`src/rtl/rv32i_control_unit.sv`:
```
// rv32i_control_unit
// Main instruction decoder for the RV32I single-issue core. Decodes the
// opcode, funct3 and funct7[5] fields of a 32-bit instruction into datapath
// control strobes and a 4-bit ALU operation. All outputs are registered, so
// the decode is a one-cycle stage. An asynchronous reset clears everything to
// a safe NOP state.
//
// Ports
//   clk          in   1   system clock, outputs update on the rising edge
//   rst_n        in   1   asynchronous active-low reset
//   instruction  in   32  instruction word, sampled every rising edge
//   branch       out  1   PC redirect candidate (branches, JAL, JALR)
//   mem_read     out  1   data-memory read enable (loads)
//   mem_to_reg   out  1   writeback mux selects memory data (loads)
//   alu_op       out  4   ALU operation code
//   mem_write    out  1   data-memory write enable (stores)
//   alu_src      out  1   ALU operand B: 0 = rs2, 1 = immediate
//   reg_write    out  1   register-file write enable
module rv32i_control_unit (
  input  logic        clk,
  input  logic        rst_n,
  input  logic [31:0] instruction,
  output logic        branch,
  output logic        mem_read,
  output logic        mem_to_reg,
  output logic [3:0]  alu_op,
  output logic        mem_write,
  output logic        alu_src,
  output logic        reg_write
);

  typedef enum logic [3:0] {
    AluAdd   = 4'h0,
    AluSub   = 4'h1,
    AluSll   = 4'h2,
    AluSlt   = 4'h3,
    AluSltu  = 4'h4,
    AluXor   = 4'h5,
    AluSrl   = 4'h6,
    AluSra   = 4'h7,
    AluOr    = 4'h8,
    AluAnd   = 4'h9,
    AluPassB = 4'hA
  } aluOp_e;

  localparam logic [6:0] OpRType  = 7'b0110011;
  localparam logic [6:0] OpIAlu   = 7'b0010011;
  localparam logic [6:0] OpLoad   = 7'b0000011;
  localparam logic [6:0] OpStore  = 7'b0100011;
  localparam logic [6:0] OpBranch = 7'b1100011;
  localparam logic [6:0] OpLui    = 7'b0110111;
  localparam logic [6:0] OpAuipc  = 7'b0010111;
  localparam logic [6:0] OpJal    = 7'b1101111;
  localparam logic [6:0] OpJalr   = 7'b1100111;

  logic [6:0] opcode;
  logic [2:0] funct3;
  logic       funct7b5;

  assign opcode   = instruction[6:0];
  assign funct3   = instruction[14:12];
  assign funct7b5 = instruction[30];

  logic       branch_d, mem_read_d, mem_to_reg_d, mem_write_d, alu_src_d, reg_write_d;
  aluOp_e     alu_op_d;
  logic       branch_q, mem_read_q, mem_to_reg_q, mem_write_q, alu_src_q, reg_write_q;
  logic [3:0] alu_op_q;

  // Shared funct3 -> ALU map for R-type and I-ALU. The caller decides whether
  // bit 30 may select SUB; SRA/SRL always honours it.
  function automatic aluOp_e arithOp(input logic [2:0] f3, input logic b30, input logic allowSub);
    aluOp_e op;
    case (f3)
      3'b000:  op = (allowSub && b30) ? AluSub : AluAdd;
      3'b001:  op = AluSll;
      3'b010:  op = AluSlt;
      3'b011:  op = AluSltu;
      3'b100:  op = AluXor;
      3'b101:  op = b30 ? AluSra : AluSrl;
      3'b110:  op = AluOr;
      default: op = AluAnd;
    endcase
    return op;
  endfunction

  // Next-state decode. Anything unrecognised, including compressed-style
  // encodings with instruction[1:0] != 2'b11, falls through to the NOP default.
  always_comb begin
    branch_d     = 1'b0;
    mem_read_d   = 1'b0;
    mem_to_reg_d = 1'b0;
    mem_write_d  = 1'b0;
    alu_src_d    = 1'b0;
    reg_write_d  = 1'b0;
    alu_op_d     = AluAdd;
    case (opcode)
      OpRType: begin
        reg_write_d = 1'b1;
        alu_op_d    = arithOp(funct3, funct7b5, 1'b1);
      end
      OpIAlu: begin
        reg_write_d = 1'b1;
        alu_src_d   = 1'b1;
        alu_op_d    = arithOp(funct3, funct7b5, 1'b0);
      end
      OpLoad: begin
        mem_read_d   = 1'b1;
        mem_to_reg_d = 1'b1;
        reg_write_d  = 1'b1;
        alu_src_d    = 1'b1;
      end
      OpStore: begin
        mem_write_d = 1'b1;
        alu_src_d   = 1'b1;
      end
      OpBranch: begin
        branch_d = 1'b1;
        case (funct3)
          3'b000, 3'b001: alu_op_d = AluSub;
          3'b100, 3'b101: alu_op_d = AluSlt;
          3'b110, 3'b111: alu_op_d = AluSltu;
          default:        alu_op_d = AluAdd;
        endcase
      end
      OpLui: begin
        reg_write_d = 1'b1;
        alu_src_d   = 1'b1;
        alu_op_d    = AluPassB;
      end
      OpAuipc: begin
        reg_write_d = 1'b1;
        alu_src_d   = 1'b1;
      end
      OpJal, OpJalr: begin
        branch_d    = 1'b1;
        reg_write_d = 1'b1;
        alu_src_d   = 1'b1;
      end
      default: ;
    endcase
  end

  // Decode stage register; reset forces the NOP state without a clock.
  always_ff @(posedge clk or negedge rst_n) begin
    if (!rst_n) begin
      branch_q     <= 1'b0;
      mem_read_q   <= 1'b0;
      mem_to_reg_q <= 1'b0;
      mem_write_q  <= 1'b0;
      alu_src_q    <= 1'b0;
      reg_write_q  <= 1'b0;
      alu_op_q     <= 4'h0;
    end else begin
      branch_q     <= branch_d;
      mem_read_q   <= mem_read_d;
      mem_to_reg_q <= mem_to_reg_d;
      mem_write_q  <= mem_write_d;
      alu_src_q    <= alu_src_d;
      reg_write_q  <= reg_write_d;
      alu_op_q     <= alu_op_d;
    end
  end

  assign branch     = branch_q;
  assign mem_read   = mem_read_q;
  assign mem_to_reg = mem_to_reg_q;
  assign mem_write  = mem_write_q;
  assign alu_src    = alu_src_q;
  assign reg_write  = reg_write_q;
  assign alu_op     = alu_op_q;

endmodule

```
`config.mk`:
```
export PLATFORM = sky130hd
export DESIGN_NAME = rv32i_control_unit
export DESIGN_NICKNAME = d
export VERILOG_FILES = /design/src/rtl/rv32i_control_unit.sv
export SDC_FILE = /design/constraint.sdc
export NUM_CORES = 1
export LEC_CHECK = 0
export BUFFER_PORTS_ARGS = -buffer_cell sky130_fd_sc_hd__buf_4
export CAP_MARGIN = 20
export CORE_MARGIN = 10
export CORE_UTILIZATION = 25
export CTS_BUF_LIST = sky130_fd_sc_hd__clkbuf_4 sky130_fd_sc_hd__clkbuf_8
export CTS_CLUSTER_DIAMETER = 150
export DETAILED_ROUTE_END_ITERATION = 7
export PLACE_DENSITY_LB_ADDON = 0.3
export SLEW_MARGIN = 0
export SYNTH_ARGS = -nofsm -noshare
export SYNTH_HDL_FRONTEND = slang
export SYNTH_SLANG_ARGS = --single-unit
```
`constraint.sdc`:
```
create_clock -name clk -period 0.8 [get_ports clk]
set_input_delay 0.04 -clock clk [delete_from_list [all_inputs] [get_ports clk]]
set_output_delay 0.04 -clock clk [all_outputs]
set_load 0.005 [all_outputs]
```
==> results of run 1 <==
## Yosys cell counts (all sizes together) (2+ instances only)
library cell	instances	area, um2
dfrtp	9	225
nand2	6	22.5
or3	2	12.5
nor4b	2	17.5
o21ai	2	10.0
nand3b	3	35.0
a21oi	3	15.0
buf	4	37.5
nand3	2	15.0
a211oi	2	20.0
nor2	4	15.0
## metal layers
metal	wire length, um	vias up	global-route usage (%)	part of all wire (%)
met2	679	15	10.3	48
met3	139	4	2.84	9.7
met4	28	0	4.71	2.0
met5	0	-	0	0
li1	-	275	-	-
met1	580	239	7.58	41
## placed cells by master (no fill, tap or decap), drive strengths merged, types with 2 or more instances in the layout
master / instances
dfrtp: 9
a21oi: 3
clkbuf: 4
or3: 2
nor4b: 2
buf: 36
nand3: 2
a211oi: 2
nor2: 4
nand3b: 3
nand2: 6
o21ai: 2
## cells by family (layout without fill, tap and decap cells)
| family | after synthesis | count (layout) |
|---|---|---|
| buffers and inverters | 4 | 41 |
| AOI/OAI and AO/OA | 13 | 13 |
| and+or+nand+nor | 27 | 27 |
| DFF | 9 | 9 |
## where the power goes
group	total [mW]	switching [mW]	internal, mW	leakage, nW
clock	0.369	0.144	0.225	0.0184
sequential	0.464	0.00265	0.462	0.125
combinational	0.237	0.103	0.134	0.270
total	1.07	0.250	0.821	0.414
## repair_timing
item | in CTS | in global routing
resized for setup | 1 | 7
setup endpoints to repair | 3 | 10
hold buffers | 1 | 0
setup buffers | 0 | 0
pin swaps | 0 | 0
endpoints found under the hold margin | 10 | 0
## worst max path at each step
stage	startpoint	to	slack (ns)	cells after the start
2_1_floorplan	instruction[13]	alu_op[1]$_DFF_PN0_	-0.03	3
3_3_place_gp	instruction[4]	alu_op[2]$_DFF_PN0_	-0.13	4
3_5_place_dp	instruction[4]	alu_op[0]$_DFF_PN0_	-0.13	4
4_1_cts	mem_to_reg$_DFF_PN0_	mem_to_reg	-0.01	1
5_1_grt	mem_to_reg$_DFF_PN0_	mem_to_reg	-0.04	1
6_report	mem_to_reg$_DFF_PN0_	mem_to_reg	-0.005	1
## final cells by class
type,count,area [um2],area share (%)
clock buffers,4,30.0,3.41
multi-input cells,40,282,32.0
flip-flops and latches,9,225,25.6
well taps,27,33.8,3.84
repair buffers,37,310,35.2
==> results.py, run 1 <==
metrics = {
    "status": {
        "status": "finished, violations left",
        "violations": "hold timing, setup timing",
    },
    "hold_path": {
        "worstHoldStart": "instruction[4]",
        "holdCritPathClass": "primary input to flip-flop",
        "min_to": "mem_to_reg$_DFF_PN0_",
        "hold_depth": 2,
    },
    "sta": {
        "report.final.slew_viol_count": 0,
        "setup_violations": 2,
        "post-route-min-period_ns": 0.805,
        "worst_slack_ns": -0.00459,
        "tightest_slew_ns": 0.282,
        "relSlewSlack_pct": 80.9,
        "fmaxAchievable_ghz": 1.24,
        "timing.final.crit_share_pct": 101,
        "tns_ns": -0.00823,
        "hold_viol": 1,
        "hold_slack_ns": -0.000735,
        "grt_setup_unrepaired": "true",
    },
    "logic_synthesis": {
        "yosys_warnings": 0,
        "yosys-mux-area-fraction_pct": 0,
        "synth_top_family_by_area": "simple AND/OR/NAND/NOR gates",
        "ys.flop_type": "dfrtp_1",
        "synth_edf_count": 0,
        "synthAdderAreaFrac_pct": 0,
        "syn_inst": 53,
        "syn-num-nets": 87,
        "yosys.area_share.simple_pct": 34.4,
        "synth_area_um2": 542,
        "ys_seq_elements": 9,
        "synthDistinctLibCells": 29,
        "ys_seq_area_share_pct": 41.6,
        "ys_async_sr_fraction_pct": 100,
        "synth-xor-area-share_pct": 0,
        "avgSynthCellArea_um2": 10.2,
        "synth-compound-area-share_pct": 17.1,
    },
    "finish": {
        "fin_cells": 117,
        "largest_reg_flops": 4,
        "design_area_um2": 881,
        "area_growth_syn_to_layout_pct": 62.6,
        "final_layout_size_suffix_gt1_share_pct": 52.2,
        "fin_nets": 125,
        "n_antenna_cell": 0,
        "fillers": 201,
        "fin_util_pct": 44.0,
    },
    "critical_path": {
        "cp_max_fo": 2,
        "cp_num_buf_inv": 1,
        "end_kind": "output port",
        "cp_top_family": "flip-flops",
        "crit_type": "flip-flop to output port",
        "arrival_ns": 0.76,
        "cp.required_ns": 0.76,
        "cp-start-kind": "flip-flop",
        "path_cells": "buf_4",
        "critPathMaxStageDelay_ns": 0.37,
        "slowest_stage": "dfrtp_1",
    },
    "global_routing": {
        "grt_pass1_wl_um": 2390,
        "grt_max_degree": 10,
        "grt_pass1_vias": 536,
        "overflow": 0,
        "grtUsageTotal_pct": 6.82,
        "antenna_found_initial": 0,
    },
    "die": {
        "core_area_um2": 2000,
        "ios": 44,
        "placementRows": 16,
        "die-width_um": 66.6,
        "floorplan.initialDensity_pct": 27.1,
        "die_h_um": 66.6,
        "dieArea_um2": 4430,
    },
    "detailed_routing": {
        "antenna_left": 0,
        "drt_iter0_drc": 7,
        "dr_total_vias": 533,
        "via_per_inst": 4.56,
        "drt-pass1-iter-count": 4,
        "drc": 0,
        "totalWireLength_um": 1430,
        "routedWlPerCell_um": 12.2,
    },
    "place": {
        "gp_congestion": 0.760,
        "dpl.cell_count": 112,
        "numPortBuffers": 22,
        "placed_cell_area_um2": 811,
        "post-place-ws_ns": -0.126,
        "dp_hpwl_um": 1190,
    },
    "clock_network": {
        "cts_buffers": 3,
        "clk_pin_slew_ns": 0.06,
        "htree_levels": 1,
        "clockBufferDepth": 2,
        "root_buffer": "clkbuf_4",
        "cts_tree": "done",
        "numClockSinks": 9,
    },
    "power_and_ir_drop": {
        "finalPower_mw": 1.07,
        "leakage_nw": 0.414,
        "ir_worst_vdd_mv": 0.418,
        "power_density_nw_per_um2": 1220,
    },
    "job": {
        "max_cap_viol_count": 0,
    },
}
Power figures use the tool's default switching activity.
==> inputs of run 2 (changes only) <==
- ABC_AREA: default -> 1
==> results.py, run 2 <==
metrics = {
    "detailed_routing": {
        "drc": 0,
        "routedWlPerCell_um": 9.82,
        "drt_iter0_drc": 2,
        "dr_total_vias": 484,
        "antenna_left": 0,
        "totalWireLength_um": 1180,
        "via_per_inst": 4.03,
        "drt-pass1-iter-count": 4,
    },
    "sta": {
        "post-route-min-period_ns": 0.804,
        "setup_violations": 2,
        "hold_viol": 0,
        "grt_setup_unrepaired": "true",
        "report.final.slew_viol_count": 0,
        "tightest_slew_ns": 0.155,
        "fmaxAchievable_ghz": 1.24,
        "timing.final.crit_share_pct": 100,
        "relSlewSlack_pct": 89.7,
        "worst_slack_ns": -0.00370,
    },
    "finish": {
        "final_cell_mix": "18 x nand2_1, 15 x buf_4, 9 x dfrtp_1",
        "mostFrequentLayoutCell": "nand2_1",
        "n_antenna_cell": 0,
        "area_growth_syn_to_layout_pct": 55.6,
        "final_layout_size_suffix_gt1_share_pct": 38.7,
        "fin_nets": 128,
        "largest_reg_flops": 4,
        "design_area_um2": 781,
    },
    "die": {
        "placementRows": 16,
        "ios": 44,
        "die-width_um": 64.8,
        "die_h_um": 64.8,
        "dieArea_um2": 4200,
        "core_area_um2": 1940,
        "floorplan.initialDensity_pct": 25.8,
    },
    "status": {
        "status": "finished, violations left",
        "violations": "setup timing",
    },
    "hold_path": {
        "holdCritPathClass": "primary input to flip-flop",
    },
    "critical_path": {
        "arrival_ns": 0.76,
        "slowest_stage": "dfrtp_1",
        "cp_max_fo": 2,
        "path_cells": "buf_4",
        "crit_type": "flip-flop to output port",
        "end_kind": "output port",
        "critPathMaxStageDelay_ns": 0.38,
        "cp_top_family": "flip-flops",
        "cp.required_ns": 0.76,
        "cp-start-kind": "flip-flop",
        "cp_num_buf_inv": 1,
    },
    "logic_synthesis": {
        "synth_area_um2": 502,
        "avgSynthCellArea_um2": 7.72,
        "yosys_warnings": 0,
        "syn-num-nets": 99,
        "ys_seq_area_share_pct": 44.9,
        "synth_edf_count": 0,
        "ys.flop_type": "dfrtp_1",
        "synthDistinctLibCells": 17,
        "yosysMostFrequentCell": "nand2_1",
        "syn_inst": 65,
        "synth_common_cells": "18 x nand2_1, 9 x dfrtp_1, 7 x inv_1, 7 x nor2_1, 5 x nand3_1",
        "post-synth-top-area-cell": "dfrtp_1",
        "ys_async_sr_fraction_pct": 100,
        "netlist_top_cells_area": "dfrtp_1 45%, nand2_1 13%, inv_1 5.2%",
        "synth.top_cell.area_share_pct": 44.9,
        "ys_seq_elements": 9,
    },
    "clock_network": {
        "htree_levels": 1,
        "root_buffer": "clkbuf_4",
        "cts_tree": "done",
        "clockBufferDepth": 2,
        "numClockSinks": 9,
        "cts_buffers": 3,
        "clk_pin_slew_ns": 0.05,
    },
    "global_routing": {
        "grtUsageTotal_pct": 5.48,
        "grt_pass1_vias": 490,
        "grt_pass1_wl_um": 1890,
        "grt_max_degree": 10,
        "overflow": 0,
        "antenna_found_initial": 0,
    },
    "place": {
        "post-place-ws_ns": -0.0389,
        "placed_cell_area_um2": 701,
        "dp_hpwl_um": 993,
        "gp_congestion": 0.689,
        "numPortBuffers": 22,
    },
    "power_and_ir_drop": {
        "power_density_nw_per_um2": 1260,
        "leakage_nw": 0.421,
        "ir_worst_vdd_mv": 0.453,
    },
    "job": {
        "max_cap_viol_count": 0,
    },
}
[run 2: cell types whose count changed after synthesis, moves of 2 or more]
cell	delta
nand3_1	+4
nor4b_1	-2
buf_6	-2
nor2_4	+2
or3_1	-2
o211ai_1	+2
inv_1	+7
nor2_1	+3
inv_2	+2
nand3b_1	-2
nand2_1	+12
[run 2: routing by layer]
metal  track usage, %  part of all wire (%)
met5                0                     0
met4             3.21                  0.51
met3             3.09                   9.7
met2             8.99                    49
met1             5.31                    40
[run 2: tightest hold or removal path, stage by stage]
cell and delay [ns]:
buf_4 0.09, o211ai_1 0.08, nand2_1 0.06
[run 2: final timing paths]
check | from | to | slack [ns] | depth (start not counted)
max in group asynchronous | rst_n | mem_to_reg$_DFF_PN0_ | 0.53 | 2
hold / removal | instruction[4] | reg_write$_DFF_PN0_ | 0.05 | 3
setup / recovery | mem_to_reg$_DFF_PN0_ | mem_to_reg | -0.004 | 1
min in group asynchronous | rst_n | branch$_DFF_PN0_ | 0.14 | 2
[run 2: area by class of cell]
cell class / instances / area (um2)
clock buffer: 4 / 30.0
fill: 220 / 1160
inverter: 9 / 33.8
multi-input combinational: 46 / 235
sequential: 9 / 225
tap: 27 / 33.8
timing repair buffer: 25 / 223
[run 2: cells by family (layout without fill, tap and decap cells)]
kind of cell	Yosys count	count (layout)	synth area share (%)
AOI/OAI and AO/OA	9	9	10.7
buffers and inverters	10	38	8.23
DFF	9	9	44.9
and+or+nand+nor	37	37	36.2
[run 2: report_power, final]
| part | internal [mW] | switching, mW | total [mW] | leakage, nW |
|---|---|---|---|---|
| logic | 0.0827 | 0.0854 | 0.168 | 0.277 |
| registers | 0.462 | 0.00273 | 0.465 | 0.125 |
| clock network | 0.224 | 0.130 | 0.354 | 0.0184 |
| total | 0.769 | 0.218 | 0.987 | 0.421 |
[run 2: stage by stage]
| step | TNS [ns] | hold slack, ns | total power, mW | std cells | util (%) |
|---|---|---|---|---|---|
| floorplan | 0 | -0.256 | 0.537 | 65 | - |
| global placement | -0.0394 | -0.137 | 0.628 | 114 | 36.1 |
| detailed placement | -0.0767 | -0.137 | 0.630 | 114 | 36.1 |
| CTS | -0.0397 | 0.0500 | 1.00 | 120 | 38.7 |
| global route | -0.172 | 0.0666 | 1.06 | 120 | 40.2 |
| finish | -0.00629 | 0.0541 | 0.987 | 120 | 40.2 |
[run 2: what timing repair did]
| action | in CTS | in global routing |
|---|---|---|
| endpoints found under the hold margin | 10 | 0 |
| hold buffers | 2 | 0 |
| buffers inserted | 0 | 0 |
| gates resized for setup | 0 | 8 |
| endpoints found under the setup margin | 2 | 10 |
==> inputs of run 3 (changes only) <==
- ABC_AREA: 1 -> 0
- CORE_MARGIN: 10 -> 3
==> results.py, run 3 (same netlist as run 1, synthesis figures left out) <==
metrics = {
    "global_routing": {
        "grtUsageTotal_pct": 10.9,
        "top_usage_layer": "met2",
        "antenna_found_initial": 0,
        "grt_max_degree": 10,
        "grt_use_met3_pct": 2.56,
        "use_met2_pct": 17.4,
        "overflow": 0,
        "grt_pass1_wl_um": 2130,
        "grt_util_met1_pct": 13.2,
        "grt_pass1_vias": 492,
    },
    "place": {
        "gp_congestion": 0.736,
        "dp_hpwl_um": 1070,
        "numPortBuffers": 22,
    },
    "die": {
        "floorplan.initialDensity_pct": 27.1,
        "dieArea_um2": 2760,
        "die-width_um": 52.6,
        "core_area_um2": 2000,
        "placementRows": 16,
        "ios": 44,
        "die_h_um": 52.6,
    },
    "sta": {
        "hold_slack_ns": 0.00923,
        "setup_violations": 0,
        "fmaxAchievable_ghz": 1.27,
        "post-route-min-period_ns": 0.786,
        "tightest_slew_ns": 0.278,
        "hold_viol": 0,
        "timing.final.crit_share_pct": 98.2,
        "tns_ns": 0,
        "relSlewSlack_pct": 81.2,
        "report.final.slew_viol_count": 0,
        "grt_setup_unrepaired": "true",
    },
    "finish": {
        "final_cell_mix": "29 x buf_4, 9 x dfrtp_1, 8 x buf_6",
        "n_antenna_cell": 0,
        "fillers": 209,
        "mostFrequentLayoutCell": "buf_4",
        "final_layout_size_suffix_gt1_share_pct": 52.7,
        "fin_util_pct": 44.4,
        "fin_nets": 126,
        "area_growth_syn_to_layout_pct": 64.0,
        "largest_reg_flops": 4,
    },
    "detailed_routing": {
        "via_per_inst": 4.35,
        "drt_iter0_drc": 5,
        "antenna_left": 0,
        "dr_total_vias": 513,
        "drc": 0,
        "drt-pass1-iter-count": 4,
        "routedWlPerCell_um": 11.2,
        "totalWireLength_um": 1320,
    },
    "hold_path": {
        "worstHoldStart": "instruction[4]",
        "holdCritPathClass": "primary input to flip-flop",
    },
    "clock_network": {
        "root_buffer": "clkbuf_4",
        "cts_hold_buf": 1,
        "cts_tree": "done",
        "numClockSinks": 9,
        "clk_pin_slew_ns": 0.05,
        "cts_buffers": 3,
        "clockBufferDepth": 2,
        "htree_levels": 1,
    },
    "power_and_ir_drop": {
        "leakage_nw": 0.419,
        "power_density_nw_per_um2": 1190,
        "ir_worst_vdd_mv": 0.589,
    },
    "critical_path": {
        "crit_type": "flip-flop to output port",
        "slowest_stage": "dfrtp_1",
        "end_kind": "output port",
        "critPathMaxStageDelay_ns": 0.37,
        "cp_num_buf_inv": 1,
        "cp.required_ns": 0.76,
        "cp-startpoint": "mem_to_reg$_DFF_PN0_",
        "cp_max_fo": 2,
        "path_cells": "buf_4",
        "cp-start-kind": "flip-flop",
        "cp_top_family": "flip-flops",
        "arrival_ns": 0.75,
    },
    "status": {
        "status": "complete, no violations",
    },
    "job": {
        "max_cap_viol_count": 0,
    },
}
[run 3: changes by cell type in the layout (fill, tap and decap cells not counted), sizes merged, moves of 4 or more]
| cell | change |
|---|---|
| buf | +14 |
| nand2 | -13 |
| inv | -9 |
| nor2 | -6 |
| nand3 | -4 |
[run 3: repair_timing]
| item | CTS | global route |
|---|---|---|
| buffers inserted | 0 | 0 |
| gates resized for setup | 0 | 8 |
| endpoints found under the setup margin | 0 | 10 |
| hold endpoints to repair | 9 | 1 |
[run 3: area by class of cell]
class | instances | area [um2] | share of cell area [%]
repair buffers | 38 | 318 | 35.8
well taps | 27 | 33.8 | 3.80
flip-flops and latches | 9 | 225 | 25.4
multi-input cells | 40 | 282 | 31.7
clock buffers | 4 | 30.0 | 3.38
[run 3: power by group]
group / internal [mW] / total, mW / switching (mW)
logic: 0.137 / 0.240 / 0.103
clock network: 0.224 / 0.353 / 0.129
registers: 0.462 / 0.465 / 0.00275
[run 3: worst paths after layout]
path | end | slack, ns | cells past startpoint
min | mem_to_reg$_DFF_PN0_ | 0.009 | 2
max in group asynchronous | mem_to_reg$_DFF_PN0_ | 0.51 | 2
max | mem_read | 0.01 | 1
min in group asynchronous | alu_op[3]$_DFF_PN0_ | 0.16 | 2
[run 3: stage by stage]
step | worst slack (ns) | std cells | power [mW] | cell area [um2]
2_1_floorplan | -0.0308 | 53 | 0.566 | 544
3_3_place_gp | -0.123 | 113 | 0.703 | 818
3_5_place_dp | -0.172 | 113 | 0.704 | 818
4_1_cts | 0.00446 | 118 | 1.07 | 858
5_1_grt | -0.0410 | 118 | 1.15 | 888
6_report | 0.0141 | 118 | 1.06 | 888
[run 3: routing by layer]
metal,part of all wire [%],up-vias
li1,-,273
met1,43,222
met2,51,18
met3,6.2,0
met4,0,0
met5,0,-
